<file path="src/rtl/my_mem_pkg.sv">
// Shared types and helpers for the parity-protected memory controller.
// Supplies lane-count derivation, the default stored-word layout and the per-lane parity function.
package my_mem_pkg;

  localparam int DEF_DATA_W = 8;
  localparam int MAX_DATA_W = 256;
  localparam int MAX_NL     = MAX_DATA_W / 8;

  function automatic int num_lanes(input int data_w);
    return data_w / 8;
  endfunction

  localparam int DEF_NL = num_lanes(DEF_DATA_W);

  typedef struct packed {
    logic [DEF_NL-1:0]     par;
    logic [DEF_DATA_W-1:0] data;
  } mem_word_t;

  // Callers zero-extend narrower data; the unused upper lanes then come out as 0.
  function automatic logic [MAX_NL-1:0] lane_parity(input logic [MAX_DATA_W-1:0] data);
    logic [MAX_NL-1:0] p;
    p = '0;
    for (int i = 0; i < MAX_NL; i++) begin
      p[i] = ^data[8*i +: 8];
    end
    return p;
  endfunction

endpackage

</file>
<file path="src/rtl/my_mem_parity.sv">
// Combinational even-parity generator, one bit per byte lane.
// DATA_W must be a multiple of 8 and no wider than MAX_DATA_W.
module my_mem_parity
  import my_mem_pkg::*;
#(
  parameter  int DATA_W = 8,
  localparam int NL     = DATA_W / 8
) (
  input  logic [DATA_W-1:0] i_data,
  output logic [NL-1:0]     o_par
);

  assign o_par = NL'(lane_parity(MAX_DATA_W'(i_data)));

endmodule

</file>
<file path="src/rtl/my_mem_par_ctrl.sv">
// Single-port memory with per-lane parity, read checking, saturating error counter,
// written-location tracking and read/write collision flagging.
module my_mem_par_ctrl
  import my_mem_pkg::*;
#(
  parameter  int DATA_W = 8,
  parameter  int ADDR_W = 8,
  parameter  int CNT_W  = 8,
  localparam int NL     = DATA_W / 8
) (
  input  logic                 clk,
  input  logic                 rst_n,
  input  logic                 write,
  input  logic                 read,
  input  logic [ADDR_W-1:0]    address,
  input  logic [DATA_W-1:0]    data_in,
  input  logic                 inject_err,
  input  logic                 clr_err,
  output logic [NL+DATA_W-1:0] data_out,
  output logic                 rd_valid,
  output logic                 par_err,
  output logic                 uninit,
  output logic                 collision,
  output logic [CNT_W-1:0]     error_count
);

  localparam int DEPTH = 2 ** ADDR_W;

  typedef struct packed {
    logic [NL-1:0]     par;
    logic [DATA_W-1:0] data;
  } word_t;

  word_t             r_mem [DEPTH];
  logic [DEPTH-1:0]  r_wr_seen;
  word_t             r_data_out;
  logic              r_rd_valid;
  logic              r_par_err;
  logic              r_uninit;
  logic              r_collision;
  logic [CNT_W-1:0]  r_err_cnt;

  logic              w_do_write;
  logic              w_do_read;
  logic              w_both;
  logic [NL-1:0]     w_wr_par;
  word_t             w_wr_word;
  word_t             w_rd_word;
  logic [NL-1:0]     w_rd_par;
  logic              w_mismatch;
  logic              w_seen;
  logic              w_cnt_inc;

  assign w_do_write = write & ~read;
  assign w_do_read  = read & ~write;
  assign w_both     = read & write;

  my_mem_parity #(.DATA_W(DATA_W)) u_wr_parity (
    .i_data (data_in),
    .o_par  (w_wr_par)
  );

  // The test hook flips only lane 0 so a single, predictable lane reports the error.
  assign w_wr_word.par  = w_wr_par ^ NL'(inject_err);
  assign w_wr_word.data = data_in;

  assign w_rd_word = r_mem[address];
  assign w_seen    = r_wr_seen[address];

  my_mem_parity #(.DATA_W(DATA_W)) u_rd_parity (
    .i_data (w_rd_word.data),
    .o_par  (w_rd_par)
  );

  assign w_mismatch = |(w_rd_par ^ w_rd_word.par);
  assign w_cnt_inc  = w_do_read & w_seen & w_mismatch & ~(&r_err_cnt);

  // Storage is deliberately not reset; validity comes from r_wr_seen instead.
  always_ff @(posedge clk) begin
    if (w_do_write) begin
      r_mem[address] <= w_wr_word;
    end
  end

  always_ff @(posedge clk or negedge rst_n) begin
    if (!rst_n) begin
      r_wr_seen <= '0;
    end else if (w_do_write) begin
      r_wr_seen[address] <= 1'b1;
    end
  end

  always_ff @(posedge clk or negedge rst_n) begin
    if (!rst_n) begin
      r_data_out <= '0;
      r_rd_valid <= 1'b0;
      r_par_err  <= 1'b0;
      r_uninit   <= 1'b0;
    end else if (w_do_read) begin
      r_rd_valid <= 1'b1;
      if (w_seen) begin
        r_data_out <= w_rd_word;
        r_par_err  <= w_mismatch;
        r_uninit   <= 1'b0;
      end else begin
        r_data_out <= '0;
        r_par_err  <= 1'b0;
        r_uninit   <= 1'b1;
      end
    end else begin
      r_rd_valid <= 1'b0;
      r_par_err  <= 1'b0;
      r_uninit   <= 1'b0;
    end
  end

  // A clear request takes priority over an increment arriving on the same edge.
  always_ff @(posedge clk or negedge rst_n) begin
    if (!rst_n) begin
      r_err_cnt   <= '0;
      r_collision <= 1'b0;
    end else begin
      r_collision <= w_both;
      if (clr_err) begin
        r_err_cnt <= '0;
      end else if (w_cnt_inc) begin
        r_err_cnt <= r_err_cnt + 1'b1;
      end
    end
  end

  assign data_out    = r_data_out;
  assign rd_valid    = r_rd_valid;
  assign par_err     = r_par_err;
  assign uninit      = r_uninit;
  assign collision   = r_collision;
  assign error_count = r_err_cnt;

endmodule
</file>
<file path="config.mk">
export PLATFORM = sky130hd
export DESIGN_NAME = my_mem_par_ctrl
export DESIGN_NICKNAME = d
export VERILOG_FILES = /design/src/rtl/my_mem_pkg.sv /design/src/rtl/my_mem_parity.sv /design/src/rtl/my_mem_par_ctrl.sv
export SDC_FILE = /design/constraint.sdc
export NUM_CORES = 2
export LEC_CHECK = 0
export ABC_AREA = 1
export ABC_CLOCK_PERIOD_IN_PS = 5600
export CORE_ASPECT_RATIO = 1.25
export CORE_MARGIN = 3
export CORE_UTILIZATION = 60
export CTS_BUF_LIST = sky130_fd_sc_hd__clkbuf_4
export CTS_CLUSTER_SIZE = 25
export DETAILED_ROUTE_END_ITERATION = 16
export GPL_ROUTABILITY_DRIVEN = 0
export MAX_ROUTING_LAYER = met4
export PLACE_DENSITY = 0.78
export SLEW_MARGIN = 20
export SYNTH_ARGS = -nofsm -noshare
export SYNTH_HDL_FRONTEND = slang
export SYNTH_SLANG_ARGS = --single-unit
</file>
<file path="constraint.sdc">
create_clock -name clk -period 5.6 [get_ports clk]
set_clock_uncertainty 0.1 [all_clocks]
set_input_delay 0.84 -clock clk [delete_from_list [all_inputs] [get_ports clk]]
set_output_delay 0.84 -clock clk [all_outputs]
set_load 0.02 [all_outputs]
</file>
## Word level (Yosys, flattened, before mapping)

Memories as Yosys holds them, arrays and structs flattened.
Cells that the tools add are included.

| word-level totals | value |
|---|---|
| register bits after elaboration | 277 |
| bits in writable memories | 2304 |
| input bits | 22 |
| logic and storage cells | 43 |
| memories | 1 |

| operators by class | value |
|---|---|
| $add $sub $neg | 1 |
| $lt $le $gt $ge | 2 |
| muxes and demuxes | 14 |
| bitwise operators | 12 |
| reductions and logical operators | 5 |

Memories:

| name | depth | width | read ports | clocked after Yosys merged registers in | write ports | line | RTL |
|---|---|---|---|---|---|---|---|
| r_mem | 256 | 9 | 1 | 0 | 1 | my_mem_par_ctrl.sv:34 | `word_t r_mem [DEPTH];` |

Operators by type and width:

| cell | number |
|---|---|
| OR 256 bit | 1 |
| two-way mux 8 bit | 2 |
| XOR reduction 8 bit | 2 |
| < comparator 8 x 9 -> 1 bit (second input constant) | 1 |
| two-way mux 1 bit | 9 |
| two-way mux 9 bit | 1 |
| adder 8 x 1 -> 8 bit (second input constant) | 1 |
| binary-select mux 1 bit (select 8 bit) | 1 |
| demux 1 bit (select 8 bit) | 1 |
| >= comparator 8 x 1 -> 1 bit (second input constant) | 1 |
| AND reduction 8 bit | 1 |
| AND 1 bit | 6 |
| inverter 1 bit | 3 |
| nonzero test 2 bit | 1 |
| bitwise XOR 1 bit | 2 |
| logical AND 1 bit | 1 |

## Logic depth before layout (Yosys ltp)

| depth | value |
|---|---|
| word-level depth | 7 |
| depth in mapped cells | 29 |

## By module

A second synthesis with hierarchy kept.

| unflattened totals | value |
|---|---|
| cells, all modules | 7910 |
| area, all modules | 101482.3 um^2 |

Modules (own cells, without submodules):

| module | times used | cells each | area an instance (um^2) |
|---|---|---|---|
| my_mem_par_ctrl | 1 | 7816 | 101129.5 |
| my_mem_parity | 2 | 47 | 176.4 |

## Least setup slack after synthesis

Ideal clock, no wire load.

| timing | value |
|---|---|
| kind | in2reg |
| start | input data_in[1] |
| end | memory r_mem[0][8] (netlist bit), data pin |
| library setup time | 0.774 ns |
| arrival | 4.204 ns |
| required time | 4.726 ns |
| slack | 0.522 ns |
| cell stages on the path | 5 |
| path through | xnor2_1 xor2_1 xor2_1 xor2_1 inv_1 |

RTL lines:

| item | line | RTL |
|---|---|---|
| start, declared | my_mem_par_ctrl.sv:16 | `input logic [DATA_W-1:0] data_in,` |
| end, declared | my_mem_par_ctrl.sv:34 |  |

## Worst setup path in the final report

| timing | value |
|---|---|
| start | input address[0] |
| end | register r_err_cnt[6], in the netlist error_count[6] |

| between the ends | value |
|---|---|
| cells in the longest elaborated chain, start to end | 6 |
| elaborated cells on any way between the ends | 9 |
| classes of those cells | 2 x mux; 4 x bitwise; 2 x reduce/logical; 1 x memory |

RTL lines:

| item | line | RTL |
|---|---|---|
| start, declared | my_mem_par_ctrl.sv:15 | `input logic [ADDR_W-1:0] address,` |
| memory (256 x 9 bit) / binary-select mux 1 bit (select 8 bit) (equally long branches) | - |  |
| XOR reduction 8 bit / two-way mux 1 bit (equally long branches) | my_mem_pkg.sv:25, my_mem_par_ctrl.sv:68 |  |
| bitwise XOR 1 bit / AND 1 bit (equally long branches) | my_mem_par_ctrl.sv:75, my_mem_par_ctrl.sv:76 |  |
| AND 1 bit * (2 in series) | my_mem_par_ctrl.sv:76 | `assign w_cnt_inc = w_do_read & w_seen & w_mismatch & ~(&r_err_cnt);` |
| nonzero test 2 bit (no line) * | - |  |
| end signal, assigned | my_mem_par_ctrl.sv:127 | `r_err_cnt <= r_err_cnt + 1'b1;` |
| end, declared | my_mem_par_ctrl.sv:41 | `logic [CNT_W-1:0] r_err_cnt;` |

Mark *: on every way between the ends. The rest lies on a longest branch, timed or not. The select of a mux whose other input is x is not followed.
A chain may end at the register's enable or synchronous reset.

==> out/summary.txt <==
=================================================================================
Outcome ............................................................ complete, no violations
Max-slew violation total from the final report .....................            0
Number of cells produced by synthesis ..............................         9546
Number of buffers added by the clock tree synthesis step ...........          617
Register area share after synthesis ................................        0.724
Setup repair after global routing missed its margin ................        false
Switching power summed over all nets ...............................      9.51 mW
Remaining Overflow, GRT ............................................            0
Total via count after detailed routing .............................        77.2k
Number of antenna violations at the first check in global routing ..            9
Master of the slowest instance on the critical path ................ sky130_fd_sc_hd__nor2_1
Critical Path Max Stage Delay ......................................      0.44 ns
Total number of yosys warnings .....................................            0
NumNets Final ......................................................        10.0k
Number of I/O port buffers .........................................           42
Element type at the critical path end ..............................         flop
Final sum of negative setup slack ..................................         0 ns
Cell type with the highest occurrence count on the critical path ... sky130_fd_sc_hd__nand2_1
Arrival time worst endpoint ........................................      5.07 ns
First-pass GRT wire length .........................................    455000 µm
Internal power component ...........................................      29.9 mW
Distinct cell type count of the synthesized netlist ................           36
Final period demand of the worst path ..............................      3.88 ns
CTS tree ...........................................................         done
Pin count of the biggest net entering global routing ...............          183
Area enclosed by the die boundary ..................................   180000 µm²
Type of element launching the critical path ........................   input port
Tightest Pin Transition ............................................      1.16 ns
Number of global-route vias before repair ..........................        76.0k
#FFs+latches synth .................................................         2581
Final critical-path share of the clock period ......................        0.693
Leakage Power ......................................................      47.2 nW
Number of H-tree branching levels ..................................            6
Detail Route Antenna Nets ..........................................            0
Worst slew margin relative to its limit ............................        0.229
Starting utilization of the core area ..............................        0.604
Clock latency of the later-clocked register in the worst-skew pair .      1.45 ns
Number of hold buffers added after cts .............................           13
Post-synth EDFFs ...................................................         2304
Cts repair resizes .................................................            0
X dimension of the die .............................................       380 µm
Top-level port count ...............................................           43
Layout overhead on the synthesized area ............................        11.6%
DRC violation total after the first TritonRoute iteration ..........        11.3k
Worst-path clk slew ................................................      0.06 ns
Worst-path fanout max ..............................................           92
Post-synth ARST share ..............................................        0.107
Total iterations of the first detailed-routing run .................            8
Via/cell ratio .....................................................         6.01
Post-route insts no fill ...........................................        12.8k
Setup bufs post-CTS ................................................            0
Sequential power share .............................................        0.541
Power per cell area ................................................   336 nW/µm²
Wire length per cell ...............................................      23.9 µm
Worst Path Buf+Inv .................................................            3
Post-route core utilization ........................................        0.674
Estimated wirelength of the detail-placed design ...................    179000 µm
Hold violation total from the final report .........................            0
Net switching fraction of the power ................................        0.241
Worst IR Drop VDD ..................................................   0.000286 V
Required time of the critical path .................................      6.79 ns
Row Count ..........................................................          171
DRT Wirelength .....................................................    306000 µm
Global router's overall resource usage .............................        0.347
Max-cap viol count .................................................            0
Dominant register cell in the synthesized netlist .................. sky130_fd_sc_hd__edfxtp_1
Vertical extent of the die .........................................       474 µm
Summed instance area of the synthesized netlist ....................   105000 µm²
Instance count after placement with tap cells included .............        11.7k
Start-to-end type of the worst setup path ..........................       in2reg
Tightest Hold Check Type ...........................................       in2reg
Number of failing setup endpoints in the final timing report .......            0
Post-synthesis average cell area ...................................     11.0 µm²
CTS Buffer Depth ...................................................            4
Kind of cell with the highest combined delay on the critical path .. simple AND/OR/NAND/NOR gates
Maximum achievable frequency .......................................      258 MHz
Comb pwr share .....................................................        0.071
Number of DRC violations after detailed routing ....................            0
Clock sink count ...................................................         2581
Clock root buffer master ........................................... sky130_fd_sc_hd__clkbuf_4
Portion of total power attributed to the clock network .............        0.389
Placeable core region ..............................................   174000 µm²
Layout cells sized above 1 .........................................        0.136
Number of nets produced by synthesis ...............................         9569
=================================================================================
[power by group through the flow]
stage	Clock (mW)	Sequential (mW)	Combinational, mW
floorplan	0	21.8	1.36
global placement	0	21.7	2.59
detailed placement	0	21.7	2.64
CTS	15.4	21.3	2.67
global route	16.5	21.3	2.94
finish	15.3	21.3	2.79
[cell usage in the layout, fill, tap and decap left out, types with 19 or more instances in the layout]
master and count:
sky130_fd_sc_hd__inv_2 22, sky130_fd_sc_hd__a21oi_1 77, sky130_fd_sc_hd__o22ai_1 128, sky130_fd_sc_hd__diode_2 19, sky130_fd_sc_hd__nand4_1 74, sky130_fd_sc_hd__nand3_1 371, sky130_fd_sc_hd__clkinv_1 126, sky130_fd_sc_hd__o31ai_1 56
sky130_fd_sc_hd__clkdlybuf4s50_1 31, sky130_fd_sc_hd__edfxtp_1 2304, sky130_fd_sc_hd__or2_2 64, sky130_fd_sc_hd__nor3_1 74, sky130_fd_sc_hd__dfrtp_1 277, sky130_fd_sc_hd__o21ai_1 136, sky130_fd_sc_hd__buf_12 47, sky130_fd_sc_hd__inv_1 224
sky130_fd_sc_hd__o21ai_0 383, sky130_fd_sc_hd__nor2_1 531, sky130_fd_sc_hd__buf_4 279, sky130_fd_sc_hd__clkbuf_4 934, sky130_fd_sc_hd__nand2_1 4211
[path summary, 6_finish.rpt]
| check | from | to | slack, ns | cells after the start |
|---|---|---|---|---|
| setup reg to reg | r_mem[125][3] | error_count[6] | 1.92 | 20 |
| setup / recovery | address[0] | error_count[6] | 1.72 | 25 |
| hold reg to reg | r_wr_seen[21] | r_wr_seen[21] | 0.36 | 2 |
| hold / removal | clr_err | error_count[4] | 0.23 | 4 |
| max in group asynchronous | rst_n | r_wr_seen[224] | 3.95 | 4 |
| min in group asynchronous | rst_n | error_count[0] | 0.56 | 4 |
[worst register-to-register path: cells and delay by family (launching register included)]
family | cells | cell delay (ns)
AOI/OAI and AO/OA | 2 | 0.29
DFF | 1 | 0.36
and+or+nand+nor | 18 | 2.81
[registers in the layout, indices dropped and copies added (netlist names)]
register     cells
collision        1
data_out         9
error_count      8
par_err          1
r_mem         2304
r_wr_seen      256
rd_valid         1
uninit           1
[cells in the mapped netlist, types with 27 or more instances]
| cell | number | area (µm²) |
|---|---|---|
| sky130_fd_sc_hd__nand2_1 | 4220 | 15800 |
| sky130_fd_sc_hd__edfxtp_1 | 2304 | 69200 |
| sky130_fd_sc_hd__nor2_1 | 540 | 2030 |
| sky130_fd_sc_hd__o21ai_0 | 383 | 1920 |
| sky130_fd_sc_hd__nand3_1 | 377 | 1890 |
| sky130_fd_sc_hd__dfrtp_1 | 277 | 6930 |
| sky130_fd_sc_hd__clkbuf_1 | 261 | 980 |
| sky130_fd_sc_hd__inv_1 | 226 | 848 |
| sky130_fd_sc_hd__buf_2 | 222 | 1110 |
| sky130_fd_sc_hd__o21ai_1 | 136 | 681 |
| sky130_fd_sc_hd__o22ai_1 | 128 | 801 |
| sky130_fd_sc_hd__a21oi_1 | 77 | 385 |
| sky130_fd_sc_hd__nand4_1 | 74 | 463 |
| sky130_fd_sc_hd__nor3_1 | 74 | 370 |
| sky130_fd_sc_hd__or2_2 | 64 | 400 |
| sky130_fd_sc_hd__o31ai_1 | 56 | 420 |
| sky130_fd_sc_hd__buf_1 | 27 | 101 |
[per-stage QoR]
step / hold WS [ns] / instance area, µm² / setup slack [ns] / power (mW)
finish: 0.227 / 117000 / 1.72 / 39.4
global route: 0.187 / 117000 / 1.69 / 40.7
CTS: 0.126 / 117000 / 1.88 / 39.4
detailed placement: 0.342 / 109000 / 0.550 / 24.4
global placement: 0.336 / 109000 / 0.457 / 24.3
floorplan: 0.324 / 105000 / 0.522 / 23.1
[kinds of logic (layout without fill, tap and decap cells)]
logic type	count (synthesis)	after routing	share of synthesized area
compound gates	801	801	0.0417
simple gates	5363	5363	0.201
xor+xnor	13	13	0.00108
fa+ha+maj	1	1	0.000119
flops	2581	2581	0.724
buf+inv	787	1714	0.0323
other cells	0	19	0
[layer usage]
| metal | wire length [µm] | vias up | global-route usage |
|---|---|---|---|
| met1 | 101000 | 36231 | 0.410 |
| met3 | 39600 | 1324 | 0.0863 |
| li1 | - | 33547 | - |
| met5 | 0 | - | - |
| met2 | 141000 | 6048 | 0.529 |
| met4 | 23800 | 0 | 0.239 |
[cell type report]
class / instances / area, µm²
flip-flops and latches: 2581 / 76100
fillers: 12151 / 56600
multi-input cells: 6178 / 25800
clock buffers: 934 / 7010
repair buffers: 382 / 3680
well taps: 2335 / 2920
inverters: 243 / 953
clock inverters: 155 / 833
diodes: 19 / 47.5
Note: power is estimated with default switching activity, not from simulation.
